$ cat src/rtl/bcd_pkg.sv
// Shared definitions for the BCD arithmetic datapath.
//   BCD_DIGIT_W     : bits per packed BCD digit
//   BCD_RADIX       : decimal radix, used for borrow correction and the digit check
//   bcd_sub_state_t : control states of the digit-serial subtractor
//   is_bcd_digit()  : 1 when a 4-bit code is a legal decimal digit (0..9)
package bcd_pkg;

  localparam int BCD_DIGIT_W = 4;
  localparam int BCD_RADIX   = 10;

  typedef enum logic [1:0] {
    IDLE = 2'd0,
    RUN  = 2'd1,
    DONE = 2'd2
  } bcd_sub_state_t;

  function automatic logic is_bcd_digit(input logic [BCD_DIGIT_W-1:0] d);
    return d < BCD_DIGIT_W'(BCD_RADIX);
  endfunction

endpackage

$ cat src/rtl/bcd_digit_sub.sv
// Single-digit BCD subtractor slice: d = a_d - b_d - bin with decimal borrow.
// Ports:
//   a_d  [3:0] in  : minuend digit
//   b_d  [3:0] in  : subtrahend digit
//   bin        in  : borrow in
//   d    [3:0] out : difference digit
//   bout       out : borrow out
// Digits above 9 go through the same arithmetic without correction.
module bcd_digit_sub
  import bcd_pkg::*;
(
  input  logic [BCD_DIGIT_W-1:0] a_d,
  input  logic [BCD_DIGIT_W-1:0] b_d,
  input  logic                   bin,
  output logic [BCD_DIGIT_W-1:0] d,
  output logic                   bout
);

  // 5-bit two's-complement intermediate; bit 4 set means the digit went negative.
  logic [BCD_DIGIT_W:0] t;

  always_comb begin
    t = {1'b0, a_d} - {1'b0, b_d} - {{BCD_DIGIT_W{1'b0}}, bin};
    if (t[BCD_DIGIT_W]) begin
      // adding the radix modulo 16 gives t + 10 for any t in -16..-1
      d    = t[BCD_DIGIT_W-1:0] + BCD_DIGIT_W'(BCD_RADIX);
      bout = 1'b1;
    end else begin
      d    = t[BCD_DIGIT_W-1:0];
      bout = 1'b0;
    end
  end

endmodule

$ cat src/rtl/bcd_sub_serial.sv
// Digit-serial multi-digit BCD subtractor: diff = a - b - bin, one digit per
// clock, least-significant digit first, with a start/busy/done handshake.
// A final borrow (bout=1) marks a negative result held in ten's-complement form.
// Ports:
//   clk, rst (async, active high)
//   start          : request, accepted in IDLE or DONE
//   a, b [4*DIGITS]: packed BCD operands, digit 0 in [3:0]
//   bin            : borrow in, sampled with start
//   diff [4*DIGITS]: packed BCD result, held until next accepted start
//   bout           : final borrow out
//   busy, done     : busy while digits are processed; done pulses one cycle
//   err            : invalid-digit flag
// Optional build macro BCD_SUB_DIGIT_CHECK_EN: when defined, err flags any
// operand digit above 9 at the accepted start; otherwise err is tied to 0.
//
// state | meaning
// IDLE  | waiting for start
// RUN   | subtracting digit idx each edge
// DONE  | result valid, done pulse; a new start is accepted here
module bcd_sub_serial
  import bcd_pkg::*;
#(
  parameter int DIGITS = 4
) (
  input  logic                          clk,
  input  logic                          rst,
  input  logic                          start,
  input  logic [BCD_DIGIT_W*DIGITS-1:0] a,
  input  logic [BCD_DIGIT_W*DIGITS-1:0] b,
  input  logic                          bin,
  output logic [BCD_DIGIT_W*DIGITS-1:0] diff,
  output logic                          bout,
  output logic                          busy,
  output logic                          done,
  output logic                          err
);

  localparam int W     = BCD_DIGIT_W * DIGITS;
  localparam int IDX_W = (DIGITS > 1) ? $clog2(DIGITS) : 1;
  localparam logic [IDX_W-1:0] LAST_IDX = IDX_W'(DIGITS - 1);

  bcd_sub_state_t         state;
  logic [W-1:0]           a_q;
  logic [W-1:0]           b_q;
  logic [IDX_W-1:0]       idx;
  logic                   borrow;

  logic [BCD_DIGIT_W-1:0] a_dig;
  logic [BCD_DIGIT_W-1:0] b_dig;
  logic [BCD_DIGIT_W-1:0] d_dig;
  logic                   borrow_nxt;

  assign a_dig = a_q[idx*BCD_DIGIT_W +: BCD_DIGIT_W];
  assign b_dig = b_q[idx*BCD_DIGIT_W +: BCD_DIGIT_W];

  bcd_digit_sub u_digit (
    .a_d  (a_dig),
    .b_d  (b_dig),
    .bin  (borrow),
    .d    (d_dig),
    .bout (borrow_nxt)
  );

`ifdef BCD_SUB_DIGIT_CHECK_EN
  logic bad_digit;

  always_comb begin
    bad_digit = 1'b0;
    for (int i = 0; i < DIGITS; i++) begin
      if (!is_bcd_digit(a[i*BCD_DIGIT_W +: BCD_DIGIT_W]) ||
          !is_bcd_digit(b[i*BCD_DIGIT_W +: BCD_DIGIT_W]))
        bad_digit = 1'b1;
    end
  end
`else
  assign err = 1'b0;
`endif

  always_ff @(posedge clk or posedge rst) begin
    if (rst) begin
      state  <= IDLE;
      a_q    <= '0;
      b_q    <= '0;
      idx    <= '0;
      borrow <= 1'b0;
      diff   <= '0;
      bout   <= 1'b0;
      busy   <= 1'b0;
      done   <= 1'b0;
`ifdef BCD_SUB_DIGIT_CHECK_EN
      err    <= 1'b0;
`endif
    end else begin
      case (state)
        IDLE, DONE: begin
          done <= 1'b0;
          if (start) begin
            a_q    <= a;
            b_q    <= b;
            borrow <= bin;
            idx    <= '0;
            diff   <= '0;
            bout   <= 1'b0;
            busy   <= 1'b1;
`ifdef BCD_SUB_DIGIT_CHECK_EN
            err    <= bad_digit;
`endif
            state  <= RUN;
          end else begin
            state <= IDLE;
          end
        end
        RUN: begin
          diff[idx*BCD_DIGIT_W +: BCD_DIGIT_W] <= d_dig;
          borrow <= borrow_nxt;
          idx    <= idx + 1'b1;
          if (idx == LAST_IDX) begin
            bout  <= borrow_nxt;
            busy  <= 1'b0;
            done  <= 1'b1;
            state <= DONE;
          end
        end
        default: begin
          state <= IDLE;
          busy  <= 1'b0;
          done  <= 1'b0;
        end
      endcase
    end
  end

endmodule

$ cat config.mk
export PLATFORM = sky130hd
export DESIGN_NAME = bcd_sub_serial
export DESIGN_NICKNAME = d
export VERILOG_FILES = /design/src/rtl/bcd_pkg.sv /design/src/rtl/bcd_digit_sub.sv /design/src/rtl/bcd_sub_serial.sv
export SDC_FILE = /design/constraint.sdc
export NUM_CORES = 1
export LEC_CHECK = 0
export CORE_UTILIZATION = 51
export DETAILED_ROUTE_END_ITERATION = 8
export PLACE_DENSITY = 0.79
export RECOVER_POWER = 50
export SLEW_MARGIN = 20
export SYNTH_ARGS = -nofsm -noshare
export SYNTH_HDL_FRONTEND = slang
export SYNTH_HIERARCHICAL = 1
export SYNTH_SLANG_ARGS = --single-unit
export TNS_END_PERCENT = 20
$ cat constraint.sdc
create_clock -name clk -period 3.8 [get_ports clk]
set_clock_uncertainty 0.15 [all_clocks]
set_input_delay 0.76 -clock clk [delete_from_list [all_inputs] [get_ports clk]]
set_output_delay 0.76 -clock clk [all_outputs]
set_load 0.01 [all_outputs]
* After elaboration in Yosys (flattened, before gate mapping)
Index checks and enable logic that the tools add are counted. Widths: inputs -> output; s select.
Storage, ports and cells: register bits 56, logic and storage cells 50
Cells by class: $add $sub $neg 5, equal/unequal tests 5, shifts and indexed selects 4, mux-type cells 20, reductions and logical operators 7
Operator list (number):
- $neg 4->34 | 1
- $shift 4x34->16 const A | 1
- $shiftx 4x34->16 | 1
- $pmux 16 s2 | 1
- $shiftx 16x5->4 | 2
- $bwmux 16 | 1
- $mux 16 | 1
- $mux 1 | 9
- $pmux 2 s2 | 2
- $pmux 1 s2 | 3
- $reduce_and 2->1 | 3
- $sub 4x4->5 | 1
- $sub 5x1->5 | 1
- $add 4x4->4 const B | 1
- $eq 2x2->1 const B | 2
- $mux 2 | 2
- $mux 4 | 1
- $ne 2x2->1 const B | 2
- $reduce_and 3->1 | 1
- $add 2x1->2 const B | 1
- $eq 2x1->1 const B | 1
- $logic_not 2->1 | 1
- $reduce_bool 2->1 | 1
- $reduce_or 2->1 | 1

* Depth between registers and ports, before layout
depth in word-level cells 8, mapped depth 12, mapped depth without buffers 11

* By module
The synthesis kept the hierarchy.
Modules (own cells, without submodules):
- bcd_sub_serial | times used 1, cells each 238, area each 2543.7 um2, seq. area each 1376.3 um2
- bcd_digit_sub | times used 1, cells each 32, area each 274.0 um2, seq. area each 0.0 um2

* Worst setup path before layout
Ideal clock, no wire load.
path kind flip-flop to flip-flop, from register idx[0], to register diff[2], library setup time 0.121 ns, arrival time 3.190 ns, required time 3.529 ns, path slack 0.339 ns, cell stages (with the launch flop) 10, cells stage by stage dfrtp_1 -> buf_6 -> mux4_2 -> fa_1 -> fa_1 -> nand2b_1 -> a211o_1 -> and2_4 -> mux2_4 -> a22o_1
Between the ends: cells in the longest elaborated chain, start to end 8
Ends and longest elaborated chain:
- start, declared | RTL line bcd_sub_serial.sv:45 | logic [IDX_W-1:0] idx;
- start signal, assigned | RTL line bcd_sub_serial.sv:116 | idx <= idx + 1'b1;
- $shiftx 16x5->4 * | RTL line bcd_sub_serial.sv:53 | assign a_dig = a_q[idx*BCD_DIGIT_W +: BCD_DIGIT_W];
- named net a_dig[0] | RTL line bcd_sub_serial.sv:48 | logic [BCD_DIGIT_W-1:0] a_dig;
- $sub 4x4->5 * | RTL line bcd_digit_sub.sv:23 | t = {1'b0, a_d} - {1'b0, b_d} - {{BCD_DIGIT_W{1'b0}}, bin};
- $sub 5x1->5 * | RTL line bcd_digit_sub.sv:23
- $add 4x4->4 | RTL line bcd_digit_sub.sv:26 | d = t[BCD_DIGIT_W-1:0] + BCD_DIGIT_W'(BCD_RADIX);
- $mux 4 * | RTL line bcd_digit_sub.sv:24 | if (t[BCD_DIGIT_W]) begin
- named net d_dig[2] | RTL line bcd_sub_serial.sv:50 | logic [BCD_DIGIT_W-1:0] d_dig;
- $shiftx 4x34->16 * | RTL line bcd_sub_serial.sv:114 | diff[idx*BCD_DIGIT_W +: BCD_DIGIT_W] <= d_dig;
- $bwmux 16 * | RTL line bcd_sub_serial.sv:114
- $pmux 16 s2 * | RTL line bcd_sub_serial.sv:94 | case (state)
- end signal, assigned by index | RTL line bcd_sub_serial.sv:114
- end, declared | RTL line bcd_sub_serial.sv:31 | output logic [BCD_DIGIT_W*DIGITS-1:0] diff,
Mark *: on every way through the listed nets, which the timed path passes. The rest lies on a longest branch. A chain may end at the register's enable or synchronous reset.

* Worst setup path after layout
from register idx[0], to register diff[13]
Between the ends: cells in the longest elaborated chain, start to end 8
Ends and longest elaborated chain:
- $shiftx 16x5->4 * | RTL line bcd_sub_serial.sv:54 | assign b_dig = b_q[idx*BCD_DIGIT_W +: BCD_DIGIT_W];
- named net b_dig[0] | RTL line bcd_sub_serial.sv:49 | logic [BCD_DIGIT_W-1:0] b_dig;
- $sub 4x4->5 * | RTL line bcd_digit_sub.sv:23
- $sub 5x1->5 * | RTL line bcd_digit_sub.sv:23
- $add 4x4->4 | RTL line bcd_digit_sub.sv:26
- $mux 4 * | RTL line bcd_digit_sub.sv:24
- named net d_dig[1] | RTL line bcd_sub_serial.sv:50
- $shiftx 4x34->16 * | RTL line bcd_sub_serial.sv:114
- $bwmux 16 * | RTL line bcd_sub_serial.sv:114
- $pmux 16 s2 * | RTL line bcd_sub_serial.sv:94
Marks and branches as above.

==> summary.txt <==
status - finished with violations
failing checks - capacitance limit, slew limit
worst stage delay on the critical path - 0.42 ns
vias in the first global route - 2057
routed vias/inst - 5.16
RSZ-0062 raised after global routing - no
maximum fanout along the worst path - 6
initial core utilization - 54.1%
WL per Instance - 13.9 um
IO Pins - 56
Critical Path Stages - 11
clk slew on worst S/H paths - 0.10 ns
Worst R2R End - diff[13]$_DFFE_PP0P_
CTS sink cnt - 55
CP Buf/Inv Count - 2
Worst-Margin Slew - 2.03 ns
critical path's slowest cell - dfrtp_1
final hold slack - 0.329 ns
worst hold path startpoint - b_q[4]$_DFFE_PP0P_
Post-synth EDFFs - 0
Nets - 375
Antenna Cells - 0
yosys warns - 6
GRT overflow - 0
DRC - 0
PD cells - 1110 nW/um^2
minimum clock period - 3.30 ns
top-count cell post-synth - nand2_1
post-synthesis sequential area ratio - 48.8%
Placer Congestion - 0.801
delay-heaviest family, CP - adder cells
async set-reset flop share out of synthesis - 100%
Root Driver - clkbuf_8
Post-Route WL - 5480 um
syn avg cell area - 10.4 um^2
Final Max Slew Viols - 95
Slew headroom - -35.2%
total track usage - 20.8%
CTS Buf Count - 5
Final ANT Viol Nets - 0
Die Y - 76.3 um
Peak VDD IR - 0.000581 V
via count - 2037
largest net degree at the start of global routing - 56
most used cell, CP - fa_1
Die Wd - 76.3 um
crit-path cells - buf_4 -> mux4_1 -> inv_1 -> fa_1 -> fa_1 -> nand2b_1 -> a211o_1 -> and2_4 -> xnor2_1 -> nand2_1 -> o21ai_0
initial antenna violation count - 0
Synth Register Bits - 55
Clk Latency, worst-skew pair - 0.31 ns
post-CTS sizing - 0
cell count after placement - 387
Startpoint Class - flip-flop
FF-to-FF path depth - 11
crit end category - flip-flop
htree depth - 2
synth-to-layout area growth - 24.6%
number of port buffers - 54
Setup Viol. Count Final - 0
first-pass GRT wire length - 9650 um
CTS tree - done
Hold Path Sink - b_q[4]$_DFFE_PP0P_
Core Box Area - 5200 um^2
fin crit share - 86.7%
Core Rows - 26
Setup TNS Final - 0 ns
synthesized instance count - 270
setup bufs post-CTS - 0
worst hold path depth - 2
max-capacitance violation count - 2
Post-DP HPWL - 3990 um
f_max - 303 MHz
DRT iter0 DRCs - 117
DIE AREA - 5830 um^2
arrival time at the worst endpoint - 3.37 ns
R2R Path Start - idx[0]$_DFFE_PP0P_
TritonRoute pass-1 iters - 5
leak pwr - 0.00168 uW
share of layout cells above drive strength 1 - 9.54%
Yosys cell types - 40
commonest cells in the netlist - nand2_1, dfrtp_1, ha_1, a22o_1, inv_1
Setup CP Type - reg -> reg
setup slack, reg-to-reg - 0.50 ns
top post-synthesis cells by area - dfrtp_1, nand2_1, ha_1
Syn Nets - 321
non-filler cells, final - 395
most common flop cell mapped by yosys - dfrtp_1
hold_buf cts - 0
HP Class - reg -> reg
Hold Fails Final Rpt - 0
Synth Cell Area - 2820 um^2
Synth area leader - dfrtp_1
Data required, critical path - 3.88 ns
maximum root-to-sink buffer count - 2
share of the synthesized area in the top cell type - 48.8%
==> per-layer routing <==
layer | vias up | wire (um) | global-route usage, %
li1 | 995 | - | -
met1 | 985 | 2510 | 28.0
met2 | 49 | 2710 | 35.0
met3 | 8 | 182 | 3.71
met4 | 0 | 69 | 5.58
met5 | - | 0 | 0
==> cells in the final DEF (no fill, tap or decap), drive strengths merged, types with 2 or more instances in the layout <==
master	Yosys	routed
nand2	103	103
dfrtp	55	55
clkdlybuf4s50	0	52
ha	13	13
a22o	12	12
inv	12	12
mux4	8	8
o21ai	8	8
clkbuf	0	7
nand3b	4	4
nand3	4	4
xnor2	4	4
buf	12	4
nand2b	4	4
nor2	4	4
a21oi	4	4
and2	3	3
o31ai	2	2
a31oi	2	2
bufinv	0	2
dlygate4sd3	0	2
xor2	2	2
fa	2	2
nor3	2	2
nor3b	2	2
==> where the power goes <==
| group | internal (uW) | switching (uW) | total (uW) |
|---|---|---|---|
| combinational | 1130 | 1310 | 2430 |
| clock | 263 | 189 | 452 |
| sequential | 838 | 169 | 1010 |
| total | 2230 | 1670 | 3890 |
==> cells by family after synthesis <==
logic type      synth area share, %
buf+inv                        5.28
mux                            7.19
compound gates                 7.77
other cells                   0.133
fa+ha+maj                      7.19
xor+xnor                       1.86
simple gates                   21.7
flops                          48.8
==> stage by stage <==
step	util (%)	power (uW)	setup WS [ns]	area [um^2]
6_report	67.5	3890	0.504	3510
2_1_floorplan	-	2840	0.339	2820
3_5_place_dp	65.0	3450	0.507	3380
4_1_cts	67.5	3930	0.475	3510
5_1_grt	67.5	4250	0.282	3510
3_3_place_gp	65.0	3370	0.609	3380
==> worst max-delay path by stage <==
| stage | startpoint | to |
|---|---|---|
| floorplan | idx[0]$_DFFE_PP0P_ | diff[2]$_DFFE_PP0P_ |
| global placement | idx[0]$_DFFE_PP0P_ | diff[13]$_DFFE_PP0P_ |
| detailed placement | idx[0]$_DFFE_PP0P_ | diff[13]$_DFFE_PP0P_ |
| CTS | idx[0]$_DFFE_PP0P_ | diff[13]$_DFFE_PP0P_ |
| global route | idx[0]$_DFFE_PP0P_ | diff[13]$_DFFE_PP0P_ |
| finish | idx[0]$_DFFE_PP0P_ | diff[13]$_DFFE_PP0P_ |
==> flip-flops by register name, indices dropped and copies added (netlist names) <==
register / flops
state: 2
idx: 2
borrow: 1
b_q: 16
bout: 1
a_q: 16
busy: 1
diff: 16
==> area by class of cell <==
class / instances / area (um^2)
Timing Repair Buffer: 59 / 574
Tap cell: 70 / 87.6
Inverter: 12 / 45.0
Fill cell: 416 / 1690
Multi-Input combinational cell: 191 / 1290
Clock buffer: 6 / 72.6
Sequential cell: 55 / 1380
Clock inverter: 2 / 60.1
==> worst register-to-register path: stages (launching register included) <==
cell,delay (ns)
dfrtp_1,0.42
buf_4,0.19
mux4_1,0.33
inv_1,0.05
fa_1,0.42
fa_1,0.42
nand2b_1,0.17
a211o_1,0.32
and2_4,0.18
xnor2_1,0.31
nand2_1,0.08
o21ai_0,0.18
Power figures use the tool's default switching activity.
